<file path="config.mk">
export PLATFORM = sky130hd
export DESIGN_NAME = dof_ex_register
export DESIGN_NICKNAME = d
export VERILOG_FILES = /design/src/rtl/dof_ex_register.sv
export SDC_FILE = /design/constraint.sdc
export NUM_CORES = 1
export LEC_CHECK = 0
export BUFFER_PORTS_ARGS = -buffer_cell sky130_fd_sc_hd__buf_2
export CORE_MARGIN = 2
export CORE_UTILIZATION = 45
export DETAILED_ROUTE_END_ITERATION = 8
export PLACE_DENSITY = 0.89
export SYNTH_ARGS = -nofsm -noshare
export SYNTH_HDL_FRONTEND = slang
export SYNTH_SLANG_ARGS = --single-unit
</file>
<file path="constraint.sdc">
create_clock -name clk_i -period 3.77 [get_ports clk_i]
set_input_delay 0.377 -clock clk_i [delete_from_list [all_inputs] [get_ports clk_i]]
set_output_delay 0.377 -clock clk_i [all_outputs]
set_load 0.005 [all_outputs]
</file>
<file path="src/rtl/dof_ex_register.sv">
// dof_ex_register: DOF/EX pipeline register with one-deep RAW hazard stall,
// bubble insertion on flush/hazard/invalid, and a saturating stall counter.
module dof_ex_register #(
    parameter int CNT_W = 16
) (
    input  logic             clk_i,
    input  logic             rst_n_i,
    input  logic             in_valid_i,
    input  logic [31:0]      a_data_i,
    input  logic [31:0]      b_data_i,
    input  logic [31:0]      const_data_i,
    input  logic             mb_i,
    input  logic [4:0]       sa_i,
    input  logic [4:0]       sb_i,
    input  logic [4:0]       da_i,
    input  logic             rw_i,
    input  logic             mw_i,
    input  logic [4:0]       fs_i,
    input  logic [1:0]       md_i,
    input  logic [1:0]       bs_i,
    input  logic             ps_i,
    input  logic             flush_i,
    output logic             stall_o,
    output logic             ex_valid_o,
    output logic [31:0]      ex_a_o,
    output logic [31:0]      ex_b_o,
    output logic [4:0]       ex_da_o,
    output logic             ex_rw_o,
    output logic             ex_mw_o,
    output logic [4:0]       ex_fs_o,
    output logic [1:0]       ex_md_o,
    output logic [1:0]       ex_bs_o,
    output logic             ex_ps_o,
    output logic [CNT_W-1:0] haz_cnt_o
);
    logic             ex_valid_q, ex_valid_d;
    logic [31:0]      ex_a_q, ex_a_d, ex_b_q, ex_b_d;
    logic [4:0]       ex_da_q, ex_da_d, ex_fs_q, ex_fs_d;
    logic             ex_rw_q, ex_rw_d, ex_mw_q, ex_mw_d, ex_ps_q, ex_ps_d;
    logic [1:0]       ex_md_q, ex_md_d, ex_bs_q, ex_bs_d;
    logic [CNT_W-1:0] haz_cnt_q, haz_cnt_d;
    logic             ex_writes, haz_a, haz_b, hazard, bubble;

    // A bubble has rw=0 and da=0, so it can never be a hazard producer.
    assign ex_writes = ex_valid_q & ex_rw_q & (ex_da_q != 5'd0);
    assign haz_a     = in_valid_i & ex_writes & (ex_da_q == sa_i);
    assign haz_b     = in_valid_i & ex_writes & (ex_da_q == sb_i) & ~mb_i;
    assign hazard    = haz_a | haz_b;
    assign stall_o   = hazard & ~flush_i;
    assign bubble    = flush_i | hazard | ~in_valid_i;

    always_comb begin
        ex_valid_d = 1'b0;
        ex_a_d     = '0;
        ex_b_d     = '0;
        ex_da_d    = '0;
        ex_rw_d    = 1'b0;
        ex_mw_d    = 1'b0;
        ex_fs_d    = '0;
        ex_md_d    = '0;
        ex_bs_d    = '0;
        ex_ps_d    = 1'b0;
        if (!bubble) begin
            ex_valid_d = 1'b1;
            ex_a_d     = a_data_i;
            ex_b_d     = mb_i ? const_data_i : b_data_i;
            ex_da_d    = da_i;
            ex_rw_d    = rw_i;
            ex_mw_d    = mw_i;
            ex_fs_d    = fs_i;
            ex_md_d    = md_i;
            ex_bs_d    = bs_i;
            ex_ps_d    = ps_i;
        end
        haz_cnt_d = (stall_o && haz_cnt_q != '1) ? haz_cnt_q + 1'b1 : haz_cnt_q;
    end

    always_ff @(posedge clk_i or negedge rst_n_i) begin
        if (!rst_n_i) begin
            ex_valid_q <= 1'b0;
            ex_a_q     <= '0;
            ex_b_q     <= '0;
            ex_da_q    <= '0;
            ex_rw_q    <= 1'b0;
            ex_mw_q    <= 1'b0;
            ex_fs_q    <= '0;
            ex_md_q    <= '0;
            ex_bs_q    <= '0;
            ex_ps_q    <= 1'b0;
            haz_cnt_q  <= '0;
        end else begin
            ex_valid_q <= ex_valid_d;
            ex_a_q     <= ex_a_d;
            ex_b_q     <= ex_b_d;
            ex_da_q    <= ex_da_d;
            ex_rw_q    <= ex_rw_d;
            ex_mw_q    <= ex_mw_d;
            ex_fs_q    <= ex_fs_d;
            ex_md_q    <= ex_md_d;
            ex_bs_q    <= ex_bs_d;
            ex_ps_q    <= ex_ps_d;
            haz_cnt_q  <= haz_cnt_d;
        end
    end

    assign ex_valid_o = ex_valid_q;
    assign ex_a_o     = ex_a_q;
    assign ex_b_o     = ex_b_q;
    assign ex_da_o    = ex_da_q;
    assign ex_rw_o    = ex_rw_q;
    assign ex_mw_o    = ex_mw_q;
    assign ex_fs_o    = ex_fs_q;
    assign ex_md_o    = ex_md_q;
    assign ex_bs_o    = ex_bs_q;
    assign ex_ps_o    = ex_ps_q;
    assign haz_cnt_o  = haz_cnt_q;
endmodule

</file>
# [After elaboration in Yosys (flattened, before gate mapping)]
# Cells that the tools add are included.
[op_classes] add_sub_neg=1 eq_ne=3 n_mux=11 n_bitwise=13 n_reduce_logical=2
[op_table] operator="$mux 32" count=3
[op_table] operator="$add 16x1->16 const B" count=1
[op_table] operator="$ne 16x16->1 const B" count=1
[op_table] operator="$eq 5x5->1" count=2
[op_table] operator="$mux 5" count=2
[op_table] operator="$and 1x1->1" count=7
[op_table] operator="$reduce_bool 5->1" count=1
[op_table] operator="$mux 1" count=4
[op_table] operator="$mux 2" count=2
[op_table] operator="$not 1->1" count=3
[op_table] operator="$or 1x1->1" count=3
[op_table] operator="$logic_and 1x1->1" count=1
[totals] register_bits=98 elab_cells=41

# [Logic depth before layout (Yosys ltp)]
# Gate-level depths: netlist of the first run.
[logic_depth] word_depth=9 depth_mapped=7 ltp_nobuf=6

# [Least setup slack after synthesis of the first run]
# No wires, ideal clock.
[synth_timing] path_kind="register -> output" start="register ex_da_q[2] (netlist: ex_da_o[2])" end="output stall_o" t_arrival_ns=1.489 slack_ns=1.904 stages_incl_launch_ff=6 cell_sequence="dfrtp_1 > xnor2_1 > nand4_1 > o32ai_4 > buf_2 > nor2b_1"
[synth_between] elab_chain_cells=7 word_cells_on_any_way=10
[synth_lines] element="from (decl)" line="38" source="logic [4:0] ex_da_q, ex_da_d, ex_fs_q, ex_fs_d;"
[synth_lines] element="from (signal assigned)" line="83" source="ex_da_q <= '0;"
[synth_lines] element="from (signal assigned)" line="95" source="ex_da_q <= ex_da_d;"
[synth_lines] element="$reduce_bool 5->1" line="45" source="assign ex_writes = ex_valid_q & ex_rw_q & (ex_da_q != 5'd0);"
[synth_lines] element="$and 1x1->1" line="45"
[synth_lines] element="$and 1x1->1" line="46, 47"
[synth_lines] element="$and 1x1->1 (2 in a row)" line="47" source="assign haz_b = in_valid_i & ex_writes & (ex_da_q == sb_i) & ~mb_i;"
[synth_lines] element="$or 1x1->1 (*)" line="48" source="assign hazard = haz_a | haz_b;"
[synth_lines] element="$and 1x1->1 (*)" line="49" source="assign stall_o = hazard & ~flush_i;"
[synth_lines] element="to (decl)" line="23" source="output logic stall_o,"
# Every way passes the cells marked *; elsewhere a longest branch is shown, timed or not.

# [Worst setup path after layout of the first run]
[layout_timing] start="register ex_da_q[4] (netlist: ex_da_o[4])" end="register ex_da_q[3] (netlist: ex_da_o[3])"
[layout_between] elab_chain_cells=9 word_cells_on_any_way=12
[layout_lines] element="$reduce_bool 5->1" line="45"
[layout_lines] element="$and 1x1->1" line="45"
[layout_lines] element="$and 1x1->1" line="46, 47"
[layout_lines] element="$and 1x1->1 (2 in a row)" line="47"
[layout_lines] element="$or 1x1->1 (*)" line="48"
[layout_lines] element="$or 1x1->1 (*) (2 in a row)" line="50" source="assign bubble = flush_i | hazard | ~in_valid_i;"
[layout_lines] element="$mux 5 (*)" line="63" source="if (!bubble) begin"
[layout_lines] element="via ex_da_d[3]" line="38"
# Mark *: on every way through the listed nets, which the timed path passes. The rest lies on a longest branch.
# A chain may end at the register's enable or synchronous reset.

==> results of run 1 <==
-- critical path: cells and delay by family (launching register included) --
kind            cells  cell delay [ns]
compound gates      2             1.30
flops               1             0.46
simple gates        2             0.46
buf+inv             1             0.40
xor+xnor            1             0.21
-- worst max-delay path by stage --
stage / startpoint / slack [ns] / to
6_report: ex_da_o[4] / 0.79 / ex_da_o[3]
5_1_grt: ex_da_o[2] / 0.55 / ex_da_o[3]
4_1_cts: ex_da_o[4] / 0.78 / ex_a_o[29]
3_3_place_gp: ex_da_o[2] / 0.89 / ex_bs_o[0]
2_1_floorplan: ex_da_o[2] / 1.90 / stall_o
3_5_place_dp: sb_i[2] / 0.78 / ex_a_o[29]
-- placed cells by master, fill, tap and decap left out, drive strengths merged --
cell / count
a211o: 1
a21oi: 1
a31oi: 2
a41o: 1
and2: 50
and3: 4
and4: 3
buf: 228
bufinv: 2
clkbuf: 11
clkinvlp: 2
dfrtp: 98
ha: 1
inv: 2
mux2: 2
mux2i: 32
nand2: 9
nand2b: 2
nand3: 10
nand3b: 1
nand4: 8
nand4b: 1
nor2: 39
nor2b: 1
nor3: 4
o32ai: 1
xnor2: 22
xor2: 1
-- kinds of logic after synthesis --
group           count (synthesis)  share of synthesized area (%)
fa+ha+maj                       1                          0.323
xor+xnor                       23                           5.19
mux                            34                           8.84
flops                          98                           63.2
simple gates                  132                           18.0
buf+inv                        15                           2.55
compound gates                  6                           1.84
-- area by class of cell --
class	instances	share of cell area (%)
inverters	2	0.142
multi-input cells	196	25.1
flip-flops and latches	98	46.3
repair buffers	228	21.7
clock inverters	4	1.42
well taps	105	2.48
clock buffers	11	2.86
-- metrics by stage --
step	power (mW)	setup slack (ns)	area, um^2	cells
floorplan	1.21	1.90	3880	309
CTS	2.09	0.778	5290	644
detailed placement	1.34	0.784	5070	629
global placement	1.33	0.888	5070	629
global route	2.15	0.553	5290	644
finish	2.06	0.792	5290	644
-- where the power goes --
part | switching [mW] | internal [mW] | total, mW
clock | 0.338 | 0.406 | 0.745
combinational | 0.104 | 0.110 | 0.214
sequential | 0.0130 | 1.09 | 1.10
-- routing by layer --
layer	wire length, um	GRT usage [%]	vias up	share of wire, %
li1	-	-	1465	-
met1	3560	24.0	1471	37
met2	4970	36.4	151	52
met3	825	6.50	14	8.7
met4	150	8.02	0	1.6
met5	0	0	-	0
-- registers in the layout (all words and copies together), names as in the netlist --
| name | count |
|---|---|
| ex_da_o | 5 |
| haz_cnt_o | 16 |
| ex_md_o | 2 |
| ex_a_o | 32 |
| ex_rw_o | 1 |
| ex_fs_o | 5 |
| ex_ps_o | 1 |
| ex_valid_o | 1 |
| ex_bs_o | 2 |
| ex_mw_o | 1 |
| ex_b_o | 32 |
==> impl_metrics.yaml, run 1 <==
timing:
  hold_viol_final: 0
  tns_ns: 0
  min_period_over_period_pct: 79.0
  worst_clock_skew_ns: 0.0125
  rsz0062_at_grt: "no"
  slew_headroom_pct: 37.0
  slew_viol_final: 0
  fmax_ghz: 0.336
  holdWs_ns: 0.169
  worstMarginPinSlew_ns: 0.945
  min_period_ns: 2.98
  setup-violations-final: 0
power:
  power_leakage_nw: 3.02
  peakVddDrop_mv: 0.240
  powerDensity_nw_per_um2: 389
cts:
  cts.repair.resized: 0
  clockRootBuffer: "clkbuf_8"
  cts_tree: "yes"
  clk_pin_slew_ns: 0.09
  htree_levels: 3
  cts_buffers: 9
  cts.path.max_buffers: 2
  hold_buffers: 0
  cts_setup_buffers: 0
  clk_latency_ns: 0.35
  cts.sinks: 98
worst_setup_path:
  critPathArrivalTime_ns: 3.21
  r2r_slack_ns: 0.79
  path_cells: "xnor2_1, nand4_1, o32ai_4, a41o_2, inv_2, and2_1"
  cpMaxStageDelayCell: "a41o_2"
  cp.required_ns: 4.00
  end_kind: "register"
  cp-start-kind: "register"
  rr_startpoint: "ex_da_o[4]"
  critical_path_class: "reg2reg"
  critPathMaxFanout: 50
  rr_worst_depth: 6
  slowest_delay_ns: 0.68
  r2r_end: "ex_da_o[3]"
drt:
  postRouteAntennaNets: 0
  routed-via-count: 3101
  via_per_inst: 4.82
  post-route-drc-count: 0
  routedWlPerCell_um: 14.8
  dr.pass1.iters: 4
  finalWirelength_mm: 9.50
  dr.first_iter.drc_count: 96
synth:
  netlist_area_um2: 3880
  ys_ff_latch: 98
  syn_inst: 309
  netlist_top_cells_count: "98 x dfrtp_1, 50 x and2_1, 39 x nor2_1, 32 x mux2i_1, 22 x xnor2_1"
  synth_edf_count: 0
  synth_area_leader_cell: "dfrtp_1"
  ys.flop_type: "dfrtp_1"
  synth_fp_nets: 438
  synth_largest_type_area_fraction_pct: 63.2
  synth.most_common_cell: "dfrtp_1"
  yosysWarnings: 0
  avgSynthCellArea_um2: 12.6
  netlist_top_cells_area: "dfrtp_1 63%, mux2i_1 8.3%, and2_1 8.1%"
  async_reset_ff_share_pct: 100
  synth_cell_types: 29
  ys_seq_area_share_pct: 63.2
placed_design:
  gp_congestion: 0.910
  portBuffers: 226
  dp_hpwl_mm: 7.43
layout:
  regArea_um2: 2450
  final_core_util_pct: 63.8
  drive_above_1_share_pct: 46.2
  multi_input_area_um2: 1330
  area_delta_synth_final_pct: 36.5
  nets: 664
  diodes: 0
  fillers: 664
grt:
  grt_use_total_pct: 20.9
  grt.overflow.total: 0
  antenna_found_initial: 0
  grt_max_degree: 81
  grt_pass1_wl_mm: 15.6
  grt_pass1_vias: 3209
flow_run:
  cap_violations: 0
status:
  status: "completed"
floorplan:
  rows: 33
  design.core.area_um2: 8300
  ios: 227
  die_h_um: 96.8
  initial_utilization_pct: 46.7
  die_area_um2: 9380
  dieWidth_um: 96.8
hold_path:
  hold_path.class: "in2async"
Power figures use the tool's default switching activity.
==> run 2: changes to the inputs <==
--- a/config.mk
+++ b/config.mk
@@ -5,11 +5,12 @@
 export SDC_FILE = /design/constraint.sdc
 export NUM_CORES = 1
 export LEC_CHECK = 0
+export ABC_AREA = 1
 export BUFFER_PORTS_ARGS = -buffer_cell sky130_fd_sc_hd__buf_2
 export CORE_MARGIN = 2
-export CORE_UTILIZATION = 45
+export CORE_UTILIZATION = 40
 export DETAILED_ROUTE_END_ITERATION = 8
-export PLACE_DENSITY = 0.89
+export PLACE_DENSITY = 0.83
 export SYNTH_ARGS = -nofsm -noshare
 export SYNTH_HDL_FRONTEND = slang
 export SYNTH_SLANG_ARGS = --single-unit
==> constraint.sdc (replaced) <==
create_clock -name clk_i -period 2.7 [get_ports clk_i]
set_input_delay 0.27 -clock clk_i [delete_from_list [all_inputs] [get_ports clk_i]]
set_output_delay 0.27 -clock clk_i [all_outputs]
set_load 0.005 [all_outputs]
==> run 2 against run 1 <==
Power grew 31%. Sequential power is 39% higher. Worst setup slack better by 0.022 ns. Global-route usage fell by 1.7 points. Routed wire length up 9.8%. Utilization decreased by 9.0 points. Hold slack got worse by 0.056 ns. First-iteration DRC count up 24%. Critical path type unchanged. Largest power group unchanged.
==> impl_metrics.yaml, run 2 <==
worst_setup_path:
  end_kind: "register"
  cp_common_cell: "inv_2"
  rr_worst_depth: 8
  path_cells: "inv_2, nand4_1, o21ai_1, inv_2, nand2_2, nand3_4, buf_12, a21oi_1"
  cp.required_ns: 2.96
  cpMaxStageDelayCell: "dfrtp_1"
  critPathArrivalTime_ns: 2.15
  cp-start-kind: "register"
  critPathMaxFanout: 43
  slowest_delay_ns: 0.42
  critical_path_class: "reg2reg"
  path_depth: 8
  r2r_slack_ns: 0.81
  cp_top_family: "simple AND/OR/NAND/NOR gates"
  critical_path_buf_inv_count: 3
cts:
  cts_setup_buffers: 0
  clockRootBuffer: "clkbuf_8"
  cts.path.max_buffers: 2
  clk_latency_ns: 0.35
  cts_buffers: 9
  clk_pin_slew_ns: 0.10
  cts_tree: "yes"
  cts.sinks: 98
  htree_levels: 3
synth:
  synth_cell_types: 30
  ys_ff_latch: 98
  synth_fp_nets: 604
  synth_edf_count: 0
  yosysWarnings: 0
  yosys.area_share.adder_pct: 0.301
  async_reset_ff_share_pct: 100
  synth_area_leader_cell: "dfrtp_1"
  ys.flop_type: "dfrtp_1"
  synthXorXnorAreaFrac_pct: 3.16
  netlist_top_cells_area: "dfrtp_1 59%, nand2_1 13%, inv_1 5.8%"
  avgSynthCellArea_um2: 8.76
  synth.most_common_cell: "nand2_1"
  ys_seq_area_share_pct: 58.9
  synth_compound_area_share_pct: 3.97
  syn_inst: 475
  synth_mux_area_share_pct: 0
  synth_largest_type_area_fraction_pct: 58.9
  netlist_top_cells_count: "149 x nand2_1, 98 x dfrtp_1, 64 x inv_1, 63 x nor2_1, 32 x a21oi_1"
  yosys.area_share.simple_pct: 24.9
  netlist_area_um2: 4160
  synth_top_family_by_area: "simple AND/OR/NAND/NOR gates"
drt:
  post-route-drc-count: 0
  postRouteAntennaNets: 0
  dr.first_iter.drc_count: 119
  routed-via-count: 3729
  routedWlPerCell_um: 12.4
  finalWirelength_mm: 10.4
  via_per_inst: 4.44
  dr.pass1.iters: 4
layout:
  drive_above_1_share_pct: 38.1
  diodes: 0
  final_common_cell: "buf_2"
  area_delta_synth_final_pct: 34.7
  final_cell_mix: "225 x buf_2, 149 x nand2_1, 98 x dfrtp_1"
  nets: 828
floorplan:
  rows: 37
  dieWidth_um: 106
  design.core.area_um2: 10200
  initial_utilization_pct: 40.7
  die_h_um: 106
  die_area_um2: 11200
  ios: 227
timing:
  tns_ns: 0
  slew_viol_final: 0
  slew_headroom_pct: 65.5
  min_period_over_period_pct: 69.9
  hold_viol_final: 0
  setup-violations-final: 0
  worst_clock_skew_ns: 0.0125
  setup_slack_ns: 0.814
  worstMarginPinSlew_ns: 0.517
  min_period_ns: 1.89
  fmax_ghz: 0.530
  rsz0062_at_grt: "no"
placed_design:
  gp_congestion: 0.858
  dp_hpwl_mm: 7.83
  place_ws_ns: 0.695
  portBuffers: 226
grt:
  antenna_found_initial: 0
  grt_pass1_wl_mm: 16.9
  grt.overflow.total: 0
  grt_pass1_vias: 3631
  grt_max_degree: 99
  grt_use_total_pct: 19.1
power:
  powerDensity_nw_per_um2: 481
  power_leakage_nw: 3.48
  peakVddDrop_mv: 0.293
hold_path:
  min_path_cells: 3
  hold_path.class: "in2reg"
flow_run:
  cap_violations: 0
status:
  status: "completed"
[run 2: repair_timing]
action                    in CTS  in global routing
gates resized for setup        0                  0
hold endpoints to repair      93                  0
hold buffers                   1                  0
[run 2: kinds of logic after synthesis]
family          after synthesis
compound gates               33
xor+xnor                     15
simple gates                239
fa+ha+maj                     1
flops                        98
buf+inv                      89
[run 2: worst min-delay path: stages]
cell and delay (ns):
buf_2 0.09, inv_1 0.04, nor2_1 0.03
[run 2: power by group]
group | switching, mW | internal [mW]
logic | 0.168 | 0.142
registers | 0.0167 | 1.51
clock network | 0.511 | 0.344
total | 0.696 | 2.00
[run 2: per-stage QoR]
stage	util [%]	cells	instance area (um^2)	hold WS [ns]	power (mW)
detailed placement	53.0	823	5420	0.370	1.88
finish	54.8	840	5610	0.113	2.70
floorplan	-	475	4160	-0.0256	1.67
CTS	54.8	840	5610	0.0855	2.74
global placement	53.0	823	5420	0.360	1.87
global route	54.8	840	5610	0.0811	2.86
[run 2: routing by layer]
layer	vias up	track usage, %	routed length [um]
met1	1736	22.7	4170
met3	13	4.97	693
met5	-	0	0
li1	1848	-	-
met2	132	34.0	5410
met4	0	6.02	158
[run 2: final timing paths]
kind                               from           end
setup reg to reg             ex_da_o[2]    ex_b_o[16]
hold reg to reg            haz_cnt_o[3]  haz_cnt_o[3]
hold / removal             a_data_i[23]    ex_a_o[23]
min in group asynchronous       rst_n_i    ex_b_o[19]
max in group asynchronous       rst_n_i    ex_b_o[16]
setup / recovery             ex_da_o[2]    ex_b_o[16]
[run 2: layout make-up]
type	instances	area [um^2]
flip-flops and latches	98	2450
inverters	72	273
clock buffers	10	128
clock inverters	6	46.3
multi-input cells	288	1350
fillers	983	4630
repair buffers	230	1190
well taps	136	170
